<file path="src/rtl/tcp_pkg.sv">
`default_nettype none
// ============================================================================
// Module      : tcp_pkg
// Description : Shared sequence-space types and helpers for the TCP endpoints.
// Revision    : 1.0 - initial release
// ============================================================================
package tcp_pkg;

    localparam int SEQ_W = 4;

    typedef logic [SEQ_W-1:0] seq_t;

    typedef enum logic [0:0] {
        IDLE = 1'b0,
        PEND = 1'b1
    } ack_state_t;

    // Forward distance from b to a in the mod-16 sequence space.
    function automatic seq_t seq_off(input seq_t a, input seq_t b);
        return a - b;
    endfunction

endpackage
`default_nettype wire

</file>
<file path="src/rtl/tcp_rcv_bitmap.sv">
`default_nettype none
// ============================================================================
// Module      : tcp_rcv_bitmap
// Description : Out-of-order window bitmap: segment mark with tail clipping,
//               single-unit in-order advance and occupancy popcount.
// Revision    : 1.0 - initial release
// ============================================================================
module tcp_rcv_bitmap
    import tcp_pkg::*;
#(
    parameter int WIN = 8
) (
    input  logic       clk,
    input  logic       reset_n,
    input  logic       i_seg_val,
    input  seq_t       i_off,
    input  seq_t       i_len,
    input  logic [3:0] i_limit,
    output logic       o_adv,
    output logic       o_forced,
    output logic [3:0] o_pop,
    output logic [3:0] o_pop_nxt
);

    logic [WIN-1:0] r_bitmap;
    logic [WIN-1:0] w_mask;
    logic [WIN-1:0] w_post;
    logic [WIN-1:0] w_next;
    logic [4:0]     w_end;
    logic           w_in_win;

    function automatic logic [3:0] popcnt(input logic [WIN-1:0] v);
        logic [3:0] n;
        n = '0;
        for (int i = 0; i < WIN; i++) begin
            n = n + {3'b000, v[i]};
        end
        return n;
    endfunction

    assign w_end    = {1'b0, i_off} + {1'b0, i_len};
    assign w_in_win = i_seg_val && (i_len != '0) && ({1'b0, i_off} < {1'b0, i_limit});
    assign o_forced = i_seg_val && !w_in_win;

    // Bit i covers unit rcv_nxt+i; anything at or past the free limit is clipped.
    genvar gi;
    generate
        for (gi = 0; gi < WIN; gi++) begin : g_mask
            assign w_mask[gi] = w_in_win
                             && ({1'b0, i_off} <= 5'(gi))
                             && (5'(gi) < w_end)
                             && (5'(gi) < {1'b0, i_limit});
        end
    endgenerate

    assign w_post    = r_bitmap | w_mask;
    assign o_adv     = w_post[0];
    assign w_next    = o_adv ? (w_post >> 1) : w_post;
    assign o_pop     = popcnt(r_bitmap);
    assign o_pop_nxt = popcnt(w_next);

    always_ff @(posedge clk or negedge reset_n) begin
        if (!reset_n) begin
            r_bitmap <= '0;
        end else begin
            r_bitmap <= w_next;
        end
    end

endmodule
`default_nettype wire

</file>
<file path="src/rtl/tcp_rcv_reasm.sv">
`default_nettype none
// ============================================================================
// Module      : tcp_rcv_reasm
// Description : TCP receiver with out-of-order reassembly, in-order user
//               delivery and cumulative ACK generation.
//               Optional macro TCP_DELACK_EN enables delayed ACKs.
// Revision    : 1.0 - initial release
// ============================================================================
module tcp_rcv_reasm
    import tcp_pkg::*;
#(
    parameter int WIN      = 8,
    parameter int INIT_SEQ = 0,
    parameter int ACK_DLY  = 3
) (
    input  logic       clk,
    input  logic       reset_n,
    input  logic       seg_val,
    input  logic [3:0] seg_seq,
    input  logic [3:0] seg_len,
    input  logic       usr_rd,
    output logic       data_rcv,
    output logic       buf_empty,
    output logic       rcv_ack,
    output logic [3:0] rcv_seq,
    output logic [3:0] rcv_buff
);

    localparam logic [3:0] c_win  = 4'(WIN);
    localparam seq_t       c_init = seq_t'(INIT_SEQ);

    generate
        if (WIN < 1 || WIN > 8 || ACK_DLY < 0 || ACK_DLY > 255) begin : g_bad_param
            $error("tcp_rcv_reasm: WIN must be 1..8 and ACK_DLY 0..255");
        end
    endgenerate

    seq_t       r_rcv_nxt;
    seq_t       w_rcv_nxt_nxt;
    seq_t       w_off;
    logic [3:0] r_in_buf;
    logic [3:0] w_in_buf_nxt;
    logic [3:0] w_limit;
    logic [3:0] w_pop;
    logic [3:0] w_pop_nxt;
    logic [3:0] w_avail;
    logic [3:0] w_avail_nxt;
    logic       w_adv;
    logic       w_forced;
    logic       w_rd;
    logic       w_reopen;
    logic       w_urgent;
    logic       w_issue;
    ack_state_t r_state;
    ack_state_t w_state_nxt;
    logic       r_data_rcv;
    logic       r_buf_empty;
    logic       r_ack;
    seq_t       r_ack_seq;
    logic [3:0] r_ack_buff;

    assign w_off   = seq_off(seg_seq, r_rcv_nxt);
    assign w_limit = c_win - r_in_buf;

    tcp_rcv_bitmap #(
        .WIN (WIN)
    ) u_bitmap (
        .clk       (clk),
        .reset_n   (reset_n),
        .i_seg_val (seg_val),
        .i_off     (w_off),
        .i_len     (seg_len),
        .i_limit   (w_limit),
        .o_adv     (w_adv),
        .o_forced  (w_forced),
        .o_pop     (w_pop),
        .o_pop_nxt (w_pop_nxt)
    );

    assign w_rd          = usr_rd && (r_in_buf != '0);
    assign w_rcv_nxt_nxt = r_rcv_nxt + {3'b000, w_adv};

    always_comb begin
        w_in_buf_nxt = r_in_buf;
        if (w_adv && !w_rd) begin
            w_in_buf_nxt = r_in_buf + 4'd1;
        end else if (!w_adv && w_rd) begin
            w_in_buf_nxt = r_in_buf - 4'd1;
        end
    end

    assign w_avail     = c_win - r_in_buf - w_pop;
    assign w_avail_nxt = c_win - w_in_buf_nxt - w_pop_nxt;
    assign w_reopen    = (w_avail == '0) && (w_avail_nxt != '0);
    assign w_urgent    = w_forced || w_reopen;

`ifdef TCP_DELACK_EN
    localparam logic [7:0] c_dly = 8'(ACK_DLY);

    logic [7:0] r_dly_cnt;
    logic [7:0] w_dly_nxt;

    always_ff @(posedge clk or negedge reset_n) begin
        if (!reset_n) begin
            r_dly_cnt <= '0;
        end else begin
            r_dly_cnt <= w_dly_nxt;
        end
    end
`endif

    // Triggers seen while PEND are covered by the ACK issued that cycle,
    // because the ACK samples the post-update sequence and window.
    always_comb begin
        w_state_nxt = r_state;
        w_issue     = 1'b0;
`ifdef TCP_DELACK_EN
        w_dly_nxt   = r_dly_cnt;
`endif
        case (r_state)
            IDLE: begin
`ifdef TCP_DELACK_EN
                if (w_urgent
                    || (w_adv && ((r_dly_cnt != '0) || (c_dly == '0)))
                    || (r_dly_cnt == 8'd1)) begin
                    w_state_nxt = PEND;
                    w_dly_nxt   = '0;
                end else if (w_adv) begin
                    w_dly_nxt = c_dly;
                end else if (r_dly_cnt != '0) begin
                    w_dly_nxt = r_dly_cnt - 8'd1;
                end
`else
                if (w_urgent || w_adv) begin
                    w_state_nxt = PEND;
                end
`endif
            end
            PEND: begin
                w_state_nxt = IDLE;
                w_issue     = 1'b1;
`ifdef TCP_DELACK_EN
                w_dly_nxt   = '0;
`endif
            end
            default: begin
                w_state_nxt = IDLE;
            end
        endcase
    end

    always_ff @(posedge clk or negedge reset_n) begin
        if (!reset_n) begin
            r_state     <= IDLE;
            r_rcv_nxt   <= c_init;
            r_in_buf    <= '0;
            r_data_rcv  <= 1'b0;
            r_buf_empty <= 1'b1;
            r_ack       <= 1'b0;
            r_ack_seq   <= c_init;
            r_ack_buff  <= c_win;
        end else begin
            r_state     <= w_state_nxt;
            r_rcv_nxt   <= w_rcv_nxt_nxt;
            r_in_buf    <= w_in_buf_nxt;
            r_data_rcv  <= w_rd;
            r_buf_empty <= (w_in_buf_nxt == '0);
            r_ack       <= w_issue;
            if (w_issue) begin
                r_ack_seq  <= w_rcv_nxt_nxt;
                r_ack_buff <= w_avail_nxt;
            end
        end
    end

    assign data_rcv  = r_data_rcv;
    assign buf_empty = r_buf_empty;
    assign rcv_ack   = r_ack;
    assign rcv_seq   = r_ack_seq;
    assign rcv_buff  = r_ack_buff;

endmodule
`default_nettype wire

</file>
<file path="config.mk">
export PLATFORM = sky130hd
export DESIGN_NAME = tcp_rcv_reasm
export DESIGN_NICKNAME = d
export VERILOG_FILES = /design/src/rtl/tcp_pkg.sv /design/src/rtl/tcp_rcv_bitmap.sv /design/src/rtl/tcp_rcv_reasm.sv
export SDC_FILE = /design/constraint.sdc
export NUM_CORES = 1
export LEC_CHECK = 0
export BUFFER_PORTS_ARGS = -buffer_cell sky130_fd_sc_hd__buf_2
export CAP_MARGIN = 15
export CORE_MARGIN = 2
export CORE_UTILIZATION = 25
export DETAILED_ROUTE_END_ITERATION = 8
export SETUP_SLACK_MARGIN = 0.3
export SYNTH_ARGS = -nofsm -noshare
export SYNTH_HDL_FRONTEND = slang
export SYNTH_SLANG_ARGS = --single-unit
</file>
<file path="constraint.sdc">
create_clock -name clk -period 11.11 [get_ports clk]
set_input_delay 1.111 -clock clk [delete_from_list [all_inputs] [get_ports clk]]
set_output_delay 1.111 -clock clk [all_outputs]
set_load 0.01 [all_outputs]
</file>
Yosys cells after proc, flatten, opt, wreduce, memory -nomap -nowiden
Cells that the tools add are included.
- register bits after elaboration: 28
- input port bits: 12
- output and inout bits: 11
- add/sub/neg operators: 23
- order comparisons: 25
- mux-type cells: 6
- bitwise logic cells: 2
- reduce and logical (&&, ||, !) cells: 41
- operators with widths (kind ; number):
    $add 4x1->4 ; 13
    $logic_and 1x1->1 ; 31
    $lt 3x5->1 const A ; 4
    $le 4x3->1 const B ; 4
    $lt 3x4->1 const A ; 4
    $reduce_bool 4->1 ; 3
    $sub 4x4->4 ; 3
    $lt 1x5->1 const A ; 2
    $lt 2x5->1 const A ; 2
    $le 4x1->1 const B ; 2
    $le 4x2->1 const B ; 2
    $logic_not 4->1 ; 2
    $lt 1x4->1 const A ; 2
    $lt 2x4->1 const A ; 2
    $mux 4 ; 2
    $mux 8 ; 1
    $or 8x8->8 ; 1
    $sub 4x4->4 const A ; 2
    $add 4x4->5 ; 1
    $add 1x1->2 ; 2
    $add 4x1->4 const B ; 1
    $lt 4x4->1 ; 1
    $sub 4x1->4 const B ; 1
    $logic_not 1->1 ; 3
    other kinds (4) ; 6

Longest topological paths before layout
- depth in word-level cells: 22
- mapped depth: 25
- mapped depth without buffers: 24

Hierarchy
From an unflattened synthesis, not the netlist that was laid out.
- cells, all modules: 237
- area total of the unflattened synthesis: 2448.6 um^2
- modules (own cells, without submodules) (module ; times used ; cells an instance ; area an instance (um^2) ; seq. area each (um^2)):
    tcp_rcv_reasm ; 1 ; 112 ; 1275.0 ; 503.0
    tcp_rcv_bitmap ; 1 ; 125 ; 1173.6 ; 200.2

Worst setup path before layout
OpenSTA, ideal clock, no wires.
- path kind: input to register
- start: input seg_seq[0]
- end: register r_state
- setup time: 94 ps
- arrival time: 6799 ps
- required time: 11016 ps
- setup slack: 4218 ps
- stages on the path: 23
- path buffers: 0
- path through: inv_1 ha_1 inv_1 fa_1 xor2_1 ha_1 or4b_1 a2bb2oi_1 nand2b_1 a31oi_4 inv_1 mux2_2 fa_1 fa_1 inv_1 fa_1 inv_1 fa_1 ha_1 xnor2_1 xnor2_1 xnor2_1 a221oi_2
- longest elaborated chain between the ends: 22
- elaborated cells between the ends (all ways): 68
- classes of those cells: add/sub (11); order compare (17); mux (5); bitwise (1); reduce/logical (34)
- ends and longest elaborated chain (what ; line ; source):
    from (decl) ; tcp_rcv_reasm.sv:19 ; input logic [3:0] seg_seq,
    $sub 4x4->4 * ; tcp_pkg.sv:20 ; return a - b;
    parallel branches: the longest is 18 deep, another holds $add 4x4->5 ; n/a ;
    $logic_or 1x1->1 * ; tcp_rcv_reasm.sv:134 ; if (w_urgent || w_adv) begin
    $mux 1 * ; tcp_rcv_reasm.sv:134 ;
    $pmux 1 s2 * ; tcp_rcv_reasm.sv:120 ; case (r_state)
    via w_state_nxt ; tcp_rcv_reasm.sv:55 ; ack_state_t w_state_nxt;
    to (signal assigned) ; tcp_rcv_reasm.sv:163 ; r_state <= w_state_nxt;
    to (decl) ; tcp_rcv_reasm.sv:54 ; ack_state_t r_state;
Mark *: on every way through the listed nets, which the timed path passes.
A chain may end at the register's enable or synchronous reset.

Final worst setup path
Same ends and word-level chain as after synthesis.

==> flow_metrics.env <==
export IMPL_outcome="finished clean"
export IMPL_synth_distinct_cells=47
export IMPL_worst_slew_pin_slew_ns=0.6615
export IMPL_coreArea_sq_um=9774
export IMPL_synth_avg_cell_area_sq_um=10.18
export IMPL_r2r_end="r_state$_DFF_PN0_"
export IMPL_slowest_delay_ns=0.57
export IMPL_crit_family="adder cells"
export IMPL_clkTransAtPathRegs_ns=0.09
export IMPL_first_global_vias=1963
export IMPL_cp_start_kind="input pin"
export IMPL_clk_path_buf_depth=2
export IMPL_post_cts_buffers=0
export IMPL_numPortBuffers=22
export IMPL_crit_chain="buf_2 -> inv_1 -> ha_1 -> inv_1 -> fa_1 -> xor2_1 -> ha_1 -> or4b_1 -> a2bb2oi_1 -> nand2b_1 -> a31oi_4 -> inv_1 -> mux2_2 -> fa_1 -> fa_1 -> inv_1 -> fa_1 -> inv_1 -> fa_1 -> ha_1 -> xnor2_1 -> xnor2_1 -> xnor2_1 -> a221oi_2"
export IMPL_path_max_fanout=19
export IMPL_drt_iter0_drc=102
export IMPL_syn_num_nets=302
export IMPL_clock_latency_ns=0.27
export IMPL_hold_path_class="flop to flop"
export IMPL_cts_sinks=28
export IMPL_gr_usage_met3=0.01190
export IMPL_cts_tree="yes"
export IMPL_worstReg2RegStart="r_rcv_nxt[0]$_DFF_PN0_"
export IMPL_ant_nets=0
export IMPL_ys_seq_area_frac=0.2797
export IMPL_cp_num_buf_inv=6
export IMPL_overflow=0
export IMPL_met1_usage=0.1367
export IMPL_drive_gt1_frac=0.1784
export IMPL_die_h_microns=104.3
export IMPL_start_util=0.2572
export IMPL_synthArstFlopShare=1.000
export IMPL_worst_clock_skew_ns=0.002722
export IMPL_place_gp_congestion=0.9146
export IMPL_die_width_microns=104.3
export IMPL_setup_tns_ns=0
export IMPL_syn2layout_area_growth_pct=12.29
export IMPL_slowest_stage="a31oi_4"
export IMPL_final_max_slew_violation_count=0
export IMPL_wirelength_microns=5290
export IMPL_grt_first_pass_wirelength_microns=9225
export IMPL_cts_buffers=3
export IMPL_ioPinCount=23
export IMPL_min_to="rcv_buff[3]$_DFFE_PN1P_"
export IMPL_diodes=0
export IMPL_avgViaCountPerCell=4.535
export IMPL_dp_hpwl_microns=4310
export IMPL_antenna_found_initial=0
export IMPL_synth_ff_type="dfrtp_1"
export IMPL_ctsHoldBuffers=0
export IMPL_h_tree_depth=1
export IMPL_finalHoldViolations=0
export IMPL_grt_busiest_layer="met2"
export IMPL_slew_limit_headroom=0.5575
export IMPL_final_min_clock_period_ns=7.547
export IMPL_die_area_sq_um=10870
export IMPL_yosys_register_bits=28
export IMPL_maxCapViolCount=0
export IMPL_drt_first_pass_iters=4
export IMPL_detail_route_wl_per_cell_microns=13.16
export IMPL_grt_start_max_net_pins=29
export IMPL_final_setup_viol_count=0
export IMPL_grt_use_total=0.1024
export IMPL_num_vias=1823
export IMPL_final_nets=325
export IMPL_crit_required_ns=11.29
export IMPL_critPathCaptureType="flop"
export IMPL_crit_type="input pin to flop"
export IMPL_drc=0
export IMPL_rsz0062_at_grt="false"
export IMPL_min_delay_start="rcv_buff[3]$_DFFE_PN1P_"
export IMPL_reg2regPathDepth=22
export IMPL_cts_resized_gates=0
export IMPL_fillers=1039
export IMPL_grt_use_met2=0.1685
export IMPL_rows=36
export IMPL_synth_edf_count=0
export IMPL_min_path_cells=2
export IMPL_r2r_slack_ns=4.14
export IMPL_yosysWarnings=0
export IMPL_synth_area_sq_um=2514
export IMPL_synth_cells=247
export IMPL_cp_arrival_ns=7.73
export IMPL_fmaxAchievable_ghz=0.1325
export IMPL_cts_root_buf="clkbuf_8"
export IMPL_fin_crit_sh=0.6793
[per-stage QoR]
| step | std cells | hold slack [ns] | area, sq um | utilization | setup slack (ns) |
|---|---|---|---|---|---|
| floorplan | 247 | 0.3519 | 2514 | - | 4.218 |
| global placement | 398 | 0.4819 | 2768 | 0.2832 | 3.521 |
| detailed placement | 398 | 0.4816 | 2768 | 0.2832 | 3.237 |
| CTS | 402 | 0.5004 | 2823 | 0.2888 | 3.542 |
| global route | 402 | 0.5285 | 2823 | 0.2888 | 3.073 |
| finish | 402 | 0.4955 | 2823 | 0.2888 | 3.563 |
[kinds of logic after synthesis]
family	after synthesis	share of synthesized area
AO/OA/AOI/OAI	43	0.1254
XOR/XNOR	18	0.06272
flip-flops	28	0.2797
AND/OR/NAND/NOR	51	0.1145
adder cells (fa/ha/maj)	43	0.2618
multiplexers	20	0.08711
buffers and inverters	44	0.06869
[cells in the final DEF (no fill, tap or decap), drive strengths merged, types with 8 or more instances in the layout]
cell / synthesis / layout
a21oi: 13 / 13
a31oi: 8 / 8
buf: 2 / 22
dfrtp: 26 / 26
fa: 16 / 16
ha: 27 / 27
inv: 40 / 40
mux2: 12 / 12
mux2i: 8 / 8
nand2: 10 / 10
nor2: 13 / 13
xnor2: 12 / 12
[worst max path at each step]
stage               startpoint           endpoint  slack [ns]  cells after the start
finish              seg_seq[0]  r_state$_DFF_PN0_        3.56                     24
global route        seg_seq[0]  r_state$_DFF_PN0_        3.07                     24
CTS                 seg_seq[0]  r_state$_DFF_PN0_        3.54                     24
detailed placement  seg_seq[0]  r_state$_DFF_PN0_        3.24                     24
floorplan           seg_seq[0]  r_state$_DFF_PN0_        4.22                     23
global placement    seg_seq[0]  r_state$_DFF_PN0_        3.52                     24
[sequential cells by signal, summed over array words and instances (netlist names)]
register and flops:
u_bitmap.r_bitmap 8, r_in_buf 4, r_rcv_nxt 4, rcv_buff 4, rcv_seq 4, buf_empty 1
data_rcv 1, r_state 1, rcv_ack 1
[cells in the mapped netlist, types with 2 or more instances]
| cell | n | area share |
|---|---|---|
| nand3_1 | 2 | 0.0040 |
| a21oi_1 | 13 | 0.026 |
| nand4b_1 | 2 | 0.0070 |
| nor2_1 | 13 | 0.019 |
| mux2i_1 | 7 | 0.028 |
| buf_4 | 2 | 0.0060 |
| a21boi_1 | 3 | 0.0090 |
| nand2b_1 | 5 | 0.012 |
| xor2_1 | 6 | 0.021 |
| clkbuf_1 | 2 | 0.0030 |
| inv_1 | 40 | 0.060 |
| a22oi_1 | 2 | 0.0060 |
| dfstp_2 | 2 | 0.021 |
| ha_1 | 27 | 0.13 |
| dfrtp_1 | 26 | 0.26 |
| mux2_2 | 12 | 0.054 |
| xnor2_1 | 12 | 0.042 |
| nor3_1 | 3 | 0.0060 |
| o21ai_0 | 5 | 0.010 |
| fa_1 | 16 | 0.13 |
| nand2_1 | 10 | 0.015 |
| or4_1 | 2 | 0.0060 |
| nor2b_1 | 2 | 0.0050 |
| a31oi_1 | 7 | 0.017 |
| a21o_1 | 3 | 0.0090 |
| and2_1 | 2 | 0.0050 |
[per-layer routing]
layer,up-vias,wire length [microns],part of all wire
met1,885,2574,0.49
met2,51,2415,0.46
li1,879,-,-
met4,0,106,0.020
met5,-,0,0
met3,8,194,0.037
[final cells by class]
type	count	area, sq um	share of cell area
Clock buffer	4	55.05	0.01950
Inverter	40	150.1	0.05319
Multi-Input combinational cell	175	1638	0.5802
Sequential cell	28	703.2	0.2491
Tap cell	133	166.4	0.05895
Timing Repair Buffer	22	110.1	0.03901
[worst register-to-register path, stage by stage (launching register included)]
cell	delay, ns
dfrtp_1	0.39
ha_1	0.17
inv_1	0.05
fa_1	0.38
xor2_1	0.56
ha_1	0.42
or4b_1	0.52
a2bb2oi_1	0.19
nand2b_1	0.22
a31oi_4	0.57
inv_1	0.26
mux2_2	0.35
fa_1	0.42
fa_1	0.52
inv_1	0.05
fa_1	0.48
inv_1	0.05
fa_1	0.41
ha_1	0.20
xnor2_1	0.20
xnor2_1	0.16
xnor2_1	0.12
a221oi_2	0.22
Power is left out: the tool's default activity adds up to more than one toggle a clock period on the data nets, which glitch-free logic cannot reach.
